**src/rtl/pmem_arbiter_pkg.sv**
```systemverilog
// Shared types and constants for the icache/dcache to physical-memory burst arbiter.
// A cache line is moved as PMEM_BEATS beats of BEAT_W bits, beat 0 least significant.
package pmem_arbiter_pkg;

  localparam int LINE_W     = 256;
  localparam int BEAT_W     = 64;
  localparam int PMEM_BEATS = LINE_W / BEAT_W;
  localparam int BEAT_IDX_W = $clog2(PMEM_BEATS);

  localparam logic [BEAT_IDX_W-1:0] LAST_BEAT = BEAT_IDX_W'(PMEM_BEATS - 1);

  typedef enum logic [2:0] {
    IDLE,
    I_READ,
    D_READ,
    D_WRITE,
    DONE_I,
    DONE_D
  } pmem_arb_state_t;

  // Bit offset of a beat inside the line.
  function automatic int beat_lsb(input logic [BEAT_IDX_W-1:0] idx);
    return int'(idx) * BEAT_W;
  endfunction

endpackage

```
**src/rtl/pmem_arbiter_if.sv**
```systemverilog
// Bundle of the two cache-side line ports and the burst memory port.
// slave is the arbiter's view; master is the view of the caches plus memory.
interface pmem_arbiter_if #(
  parameter int LINE_W = pmem_arbiter_pkg::LINE_W,
  parameter int BEAT_W = pmem_arbiter_pkg::BEAT_W
);

  logic              icache_pmem_read;
  logic [31:0]       icache_pmem_address;
  logic [LINE_W-1:0] icache_pmem_rdata;
  logic              icache_pmem_resp;

  logic              dcache_pmem_read;
  logic              dcache_pmem_write;
  logic [31:0]       dcache_pmem_address;
  logic [LINE_W-1:0] dcache_pmem_wdata;
  logic [LINE_W-1:0] dcache_pmem_rdata;
  logic              dcache_pmem_resp;

  logic              pmem_read;
  logic              pmem_write;
  logic [31:0]       pmem_address;
  logic [BEAT_W-1:0] pmem_wdata;
  logic [BEAT_W-1:0] pmem_rdata;
  logic              pmem_resp;

  modport slave (
    input  icache_pmem_read, icache_pmem_address,
    output icache_pmem_rdata, icache_pmem_resp,
    input  dcache_pmem_read, dcache_pmem_write, dcache_pmem_address, dcache_pmem_wdata,
    output dcache_pmem_rdata, dcache_pmem_resp,
    output pmem_read, pmem_write, pmem_address, pmem_wdata,
    input  pmem_rdata, pmem_resp
  );

  modport master (
    output icache_pmem_read, icache_pmem_address,
    input  icache_pmem_rdata, icache_pmem_resp,
    output dcache_pmem_read, dcache_pmem_write, dcache_pmem_address, dcache_pmem_wdata,
    input  dcache_pmem_rdata, dcache_pmem_resp,
    input  pmem_read, pmem_write, pmem_address, pmem_wdata,
    output pmem_rdata, pmem_resp
  );

endinterface

```
**src/rtl/pmem_arbiter.sv**
```systemverilog
// Serializes icache/dcache line transactions onto one burst memory port,
// one line outstanding at a time, with round-robin resolution of simultaneous requests.
module pmem_arbiter
  import pmem_arbiter_pkg::*;
(
  input logic          clk,
  input logic          rst,
  pmem_arbiter_if.slave bus
);

  pmem_arb_state_t       state, state_nx;
  logic [BEAT_IDX_W-1:0] beat;
  logic                  last_d;
  logic [LINE_W-1:0]     line_buf;

  logic d_req, grant_i, grant_d;
  logic in_burst, reading, beat_ok, burst_done;

  assign d_req      = bus.dcache_pmem_read || bus.dcache_pmem_write;
  assign in_burst   = (state == I_READ) || (state == D_READ) || (state == D_WRITE);
  assign reading    = (state == I_READ) || (state == D_READ);
  assign beat_ok    = in_burst && bus.pmem_resp;
  assign burst_done = beat_ok && (beat == LAST_BEAT);

  // On a tie the cache not served last wins; last_d=0 after reset favours the dcache.
  always_comb begin
    grant_i = 1'b0;
    grant_d = 1'b0;
    if (state == IDLE) begin
      if (d_req && (!bus.icache_pmem_read || !last_d)) begin
        grant_d = 1'b1;
      end else if (bus.icache_pmem_read) begin
        grant_i = 1'b1;
      end
    end
  end

  always_comb begin
    state_nx = state;
    unique case (state)
      IDLE: begin
        if (grant_d)      state_nx = bus.dcache_pmem_write ? D_WRITE : D_READ;
        else if (grant_i) state_nx = I_READ;
      end
      I_READ:          if (burst_done) state_nx = DONE_I;
      D_READ, D_WRITE: if (burst_done) state_nx = DONE_D;
      DONE_I, DONE_D:  state_nx = IDLE;
      default:         state_nx = IDLE;
    endcase
  end

  always_comb begin
    bus.icache_pmem_resp  = (state == DONE_I);
    bus.dcache_pmem_resp  = (state == DONE_D);
    bus.icache_pmem_rdata = line_buf;
    bus.dcache_pmem_rdata = line_buf;
    bus.pmem_wdata        = '0;
    if (state == D_WRITE) begin
      bus.pmem_wdata = bus.dcache_pmem_wdata[beat_lsb(beat) +: BEAT_W];
    end
  end

  // The 2-bit beat counter rolls 3->0 on the final beat, exactly as the burst is left.
  always_ff @(posedge clk) begin
    if (rst) begin
      state            <= IDLE;
      beat             <= '0;
      last_d           <= 1'b0;
      line_buf         <= '0;
      bus.pmem_read    <= 1'b0;
      bus.pmem_write   <= 1'b0;
      bus.pmem_address <= '0;
    end else begin
      state <= state_nx;
      if (grant_d) begin
        beat             <= '0;
        bus.pmem_address <= bus.dcache_pmem_address;
        bus.pmem_read    <= bus.dcache_pmem_read;
        bus.pmem_write   <= bus.dcache_pmem_write;
      end else if (grant_i) begin
        beat             <= '0;
        bus.pmem_address <= bus.icache_pmem_address;
        bus.pmem_read    <= 1'b1;
        bus.pmem_write   <= 1'b0;
      end else if (beat_ok) begin
        beat <= beat + 1'b1;
        if (reading) begin
          line_buf[beat_lsb(beat) +: BEAT_W] <= bus.pmem_rdata;
        end
        if (burst_done) begin
          bus.pmem_read  <= 1'b0;
          bus.pmem_write <= 1'b0;
          last_d         <= (state != I_READ);
        end
      end
    end
  end

endmodule

```
**src/flat_wrapper.sv**
```systemverilog
// flat-port wrapper written by rule: the top's interface ports become plain ports
module pmem_arbiter_flat import pmem_arbiter_pkg::*;
  (clk, rst, bus_icache_pmem_read, bus_icache_pmem_address, bus_icache_pmem_rdata, bus_icache_pmem_resp, bus_dcache_pmem_read, bus_dcache_pmem_write, bus_dcache_pmem_address, bus_dcache_pmem_wdata, bus_dcache_pmem_rdata, bus_dcache_pmem_resp, bus_pmem_read, bus_pmem_write, bus_pmem_address, bus_pmem_wdata, bus_pmem_rdata, bus_pmem_resp);
  pmem_arbiter_if bus_i ();
  input logic clk;
  input logic rst;
  input wire logic [$bits(bus_i.icache_pmem_read)-1:0] bus_icache_pmem_read;
  input wire logic [$bits(bus_i.icache_pmem_address)-1:0] bus_icache_pmem_address;
  output wire logic [$bits(bus_i.icache_pmem_rdata)-1:0] bus_icache_pmem_rdata;
  output wire logic [$bits(bus_i.icache_pmem_resp)-1:0] bus_icache_pmem_resp;
  input wire logic [$bits(bus_i.dcache_pmem_read)-1:0] bus_dcache_pmem_read;
  input wire logic [$bits(bus_i.dcache_pmem_write)-1:0] bus_dcache_pmem_write;
  input wire logic [$bits(bus_i.dcache_pmem_address)-1:0] bus_dcache_pmem_address;
  input wire logic [$bits(bus_i.dcache_pmem_wdata)-1:0] bus_dcache_pmem_wdata;
  output wire logic [$bits(bus_i.dcache_pmem_rdata)-1:0] bus_dcache_pmem_rdata;
  output wire logic [$bits(bus_i.dcache_pmem_resp)-1:0] bus_dcache_pmem_resp;
  output wire logic [$bits(bus_i.pmem_read)-1:0] bus_pmem_read;
  output wire logic [$bits(bus_i.pmem_write)-1:0] bus_pmem_write;
  output wire logic [$bits(bus_i.pmem_address)-1:0] bus_pmem_address;
  output wire logic [$bits(bus_i.pmem_wdata)-1:0] bus_pmem_wdata;
  input wire logic [$bits(bus_i.pmem_rdata)-1:0] bus_pmem_rdata;
  input wire logic [$bits(bus_i.pmem_resp)-1:0] bus_pmem_resp;
  assign bus_i.icache_pmem_read = bus_icache_pmem_read;
  assign bus_i.icache_pmem_address = bus_icache_pmem_address;
  assign bus_icache_pmem_rdata = bus_i.icache_pmem_rdata;
  assign bus_icache_pmem_resp = bus_i.icache_pmem_resp;
  assign bus_i.dcache_pmem_read = bus_dcache_pmem_read;
  assign bus_i.dcache_pmem_write = bus_dcache_pmem_write;
  assign bus_i.dcache_pmem_address = bus_dcache_pmem_address;
  assign bus_i.dcache_pmem_wdata = bus_dcache_pmem_wdata;
  assign bus_dcache_pmem_rdata = bus_i.dcache_pmem_rdata;
  assign bus_dcache_pmem_resp = bus_i.dcache_pmem_resp;
  assign bus_pmem_read = bus_i.pmem_read;
  assign bus_pmem_write = bus_i.pmem_write;
  assign bus_pmem_address = bus_i.pmem_address;
  assign bus_pmem_wdata = bus_i.pmem_wdata;
  assign bus_i.pmem_rdata = bus_pmem_rdata;
  assign bus_i.pmem_resp = bus_pmem_resp;
  pmem_arbiter u_core (.clk(clk), .rst(rst), .bus(bus_i));
endmodule
```
**config.mk**
```make
export PLATFORM = sky130hd
export DESIGN_NAME = pmem_arbiter_flat
export DESIGN_NICKNAME = d
export VERILOG_FILES = /design/src/rtl/pmem_arbiter_pkg.sv /design/src/rtl/pmem_arbiter_if.sv /design/src/rtl/pmem_arbiter.sv /design/src/flat_wrapper.sv
export SDC_FILE = /design/constraint.sdc
export NUM_CORES = 1
export LEC_CHECK = 0
export BUFFER_PORTS_ARGS = -buffer_cell sky130_fd_sc_hd__buf_2
export CELL_PAD_IN_SITES_DETAIL_PLACEMENT = 1
export CELL_PAD_IN_SITES_GLOBAL_PLACEMENT = 1
export CORE_AREA = 2 2 385 387
export DETAILED_ROUTE_END_ITERATION = 10
export DIE_AREA = 0 0 387 389
export GPL_ROUTABILITY_DRIVEN = 0
export PLACE_DENSITY_LB_ADDON = 0.25
export SLEW_MARGIN = 20
export SYNTH_ARGS = -nofsm -noshare
export SYNTH_HDL_FRONTEND = slang
export SYNTH_SLANG_ARGS = --single-unit
```
**constraint.sdc**
```tcl
create_clock -name clk -period 2.7 [get_ports clk]
set_clock_uncertainty 0.1 [all_clocks]
set_input_delay 0.54 -clock clk [delete_from_list [all_inputs] [get_ports clk]]
set_output_delay 0.54 -clock clk [all_outputs]
set_load 0.05 [all_outputs]
```
==> results.md <==
* Die Height at 389 µm
* Clk Latency, worst-skew pair at 590 ps
* EDFF count, synth at 0
* Peak supply drop at 0.443 mV
* Clock slew at the register clock pins of the worst setup and hold paths at 70 ps
* Net Count, Synth at 2,238
* Sequential cell area at 5930 µm²
* Fin util at 16.9%
* Pleak at 11.1 nW
* DR vias/cell at 3.64
* Avg Inst Size Synth at 8.94 µm²
* Req. time, crit path at 2060 ps
* Max-cap viol count at 0
* Fin. Hold Viols at 0
* CTS tree: yes
* Vias in the first global route at 16,670
* Initial Util at 11.2%
* Synth area leader: dfxtp_1
* Hold path cells at 3
* Post-DP HPWL at 86.6 mm
* Routed len/inst at 24.1 µm
* Die width at 387 µm
* Pin count of the biggest net entering global routing at 68
* Status: finished with violations
* RSZ-0062 raised after global routing: yes
* Root buf cell: clkbuf_16
* Post-synth cell types at 42
* Initial antenna violation count at 42
* Critical Path Sink Type: primary output
* Maximum clock insertion buffer count at 3
* Gate Count Post-Synth at 1,843
* Fin crit share at 105%
* Routed WL at 110 mm
* Area contributors post-synth: dfxtp_1 36%, mux2i_1 16%, buf_4 13%
* Remaining DRCs at 0
* Hold Crit Class: input pin to register
* R2R depth at 8
* Min Tclk post-route at 2840 ps
* Slew @ Worst Pin at 904 ps
* Critical Path AT at 2200 ps
* FP Rows at 141
* GR Util All Layers at 13.9%
* Post-synth top area share at 36.0%
* Worst-path fanout max at 7
* Final WS setup at -140 ps
* Post-synthesis sequential area ratio at 36.0%
* I/O pins at 1,002
* Fraction of registers with async set/reset at 0%
* Cell with the most instances after synthesis: nand2_1
* Fmax at 352 MHz
* Post-Syn Area at 16,500 µm²
* Global-route wire length before repair at 146 mm
* Setup_tns at -4430 ps
* Nets at 2,961
* Antenna Violating Nets Remaining at 0
* Post-synth top cells: 513 x nand2_1, 296 x dfxtp_1, 275 x buf_4
* Endpoints failing setup at 58
* Ys Warns at 0
* Area grow syn2layout at 50.2%
* Total grt overflow at 0
* Pre-CTS setup slack at 201 ps
* Failing checks: negative setup slack
* Vias at 16,588
* Die area at 151,000 µm²
* H-tree lvl count at 2
* Crit path launch type: register
* Iter 0 DRT Violations at 918
* Port Buffer Count at 1,001
* Worst hold slack at 76.8 ps
* Relative slew slack at 39.7%
* Pre-antenna DRT Iters at 5
* Final Power at 16.6 mW
* Core Region at 147,000 µm²
* Num CTS Buffers at 42
* Ys flop type: dfxtp_1
* Count of state elements after synthesis at 296
* Fillers at 17,390
* WS Path Type: register to primary output
* Layout cells sized above 1 at 48.7%
* Power per cell area at 673 nW/µm²
* Clk sinks at 296
* Slew Viols, Final at 0
* Multi-input gate area at 8190 µm²
## power by group
part / internal, mW / total, mW / switching, mW
sequential: 4.67 / 4.90 / 0.233
clock: 3.78 / 6.21 / 2.43
combinational: 1.70 / 5.54 / 3.84
total: 10.2 / 16.6 / 6.49
## per-stage QoR
stage               std cells  area (µm²)
floorplan                1843       16500
global placement         4438       22200
detailed placement       4438       22200
CTS                      4530       24400
global route             4552       24700
finish                   4559       24700
## registers in the layout (all words and copies together) (netlist names)
| name | flops |
|---|---|
| u_core.bus.pmem_write | 1 |
| u_core.beat | 2 |
| u_core.bus.dcache_pmem_rdata | 256 |
| u_core.bus.pmem_address | 32 |
| u_core.state | 3 |
| u_core.last_d | 1 |
| u_core.bus.pmem_read | 1 |
## layout by cell type, fill, tap and decap left out, types with 2 or more instances in the layout
cell type   count
inv_1           5
nand2_1       513
nor2_1          3
clkinvlp_4      4
ha_1            5
bufbuf_16       2
a311oi_1       33
buf_16          3
nor3_1          2
bufinv_16       6
diode_2        29
buf_12         35
nor2b_4        31
a211oi_1        2
nand3_1        34
clkbuf_16      44
buf_2         936
o21ai_0        33
o31ai_1         3
buf_6          61
dfxtp_1       293
a21oi_1        33
mux4_2         64
clkbuf_1        4
dfxtp_4         2
buf_8           5
clkinv_2        7
or3_1           3
nand4_1         2
mux2i_1       256
nor2b_1        99
clkbuf_8       10
nor3b_2         5
buf_4          35
inv_6           2
## per-layer routing
layer	GRT usage, %	vias up	routed length (µm)
li1	-	7405	-
met1	18.3	8156	49700
met2	21.2	833	48000
met3	5.03	170	9400
met4	3.29	24	2450
met5	3.09	-	310
## kinds of logic after synthesis
kind of cell	count (synthesis)	share of synthesized area, %
DFF	296	36.0
AOI/OAI and AO/OA	113	4.46
adders and majority gates	5	0.380
and+or+nand+nor	702	18.6
xor gates and xnor gates	1	0.0532
muxes	320	24.3
buffers and inverters	406	16.2
## critical path, stage by stage, from the launching register on
cell and delay (ps):
dfxtp_4 370, buf_12 180, buf_12 170, mux4_2 530, nor2b_4 160, buf_6 170
## path summary, 6_finish.rpt
path	slack, ps	to	from
worst min register to register	370	u_core.bus.pmem_write	u_core.bus.pmem_write
worst min-delay path	80	u_core.bus.dcache_pmem_rdata[233]	bus_pmem_rdata[41]
worst max register to register	390	u_core.bus.dcache_pmem_rdata[58]	u_core.beat[0]
worst max-delay path	-140	bus_pmem_wdata[29]	u_core.beat[0]
## timing repair
item                                    CTS  global route
hold buffers                              0             0
endpoints found under the setup margin   64            64
endpoints found under the hold margin     0             0
gates cloned                              6             1
buffers inserted                          8             0
resized for setup                       158            61
## layout make-up
cell class | count | area share, %
multi-input cells | 1141 | 33.1
repair buffers | 1078 | 26.6
flip-flops and latches | 296 | 24.0
well taps | 1930 | 9.76
clock buffers | 57 | 4.96
clock inverters | 21 | 1.18
diodes | 29 | 0.293
inverters | 7 | 0.137
(Power assumes the default switching activity.)
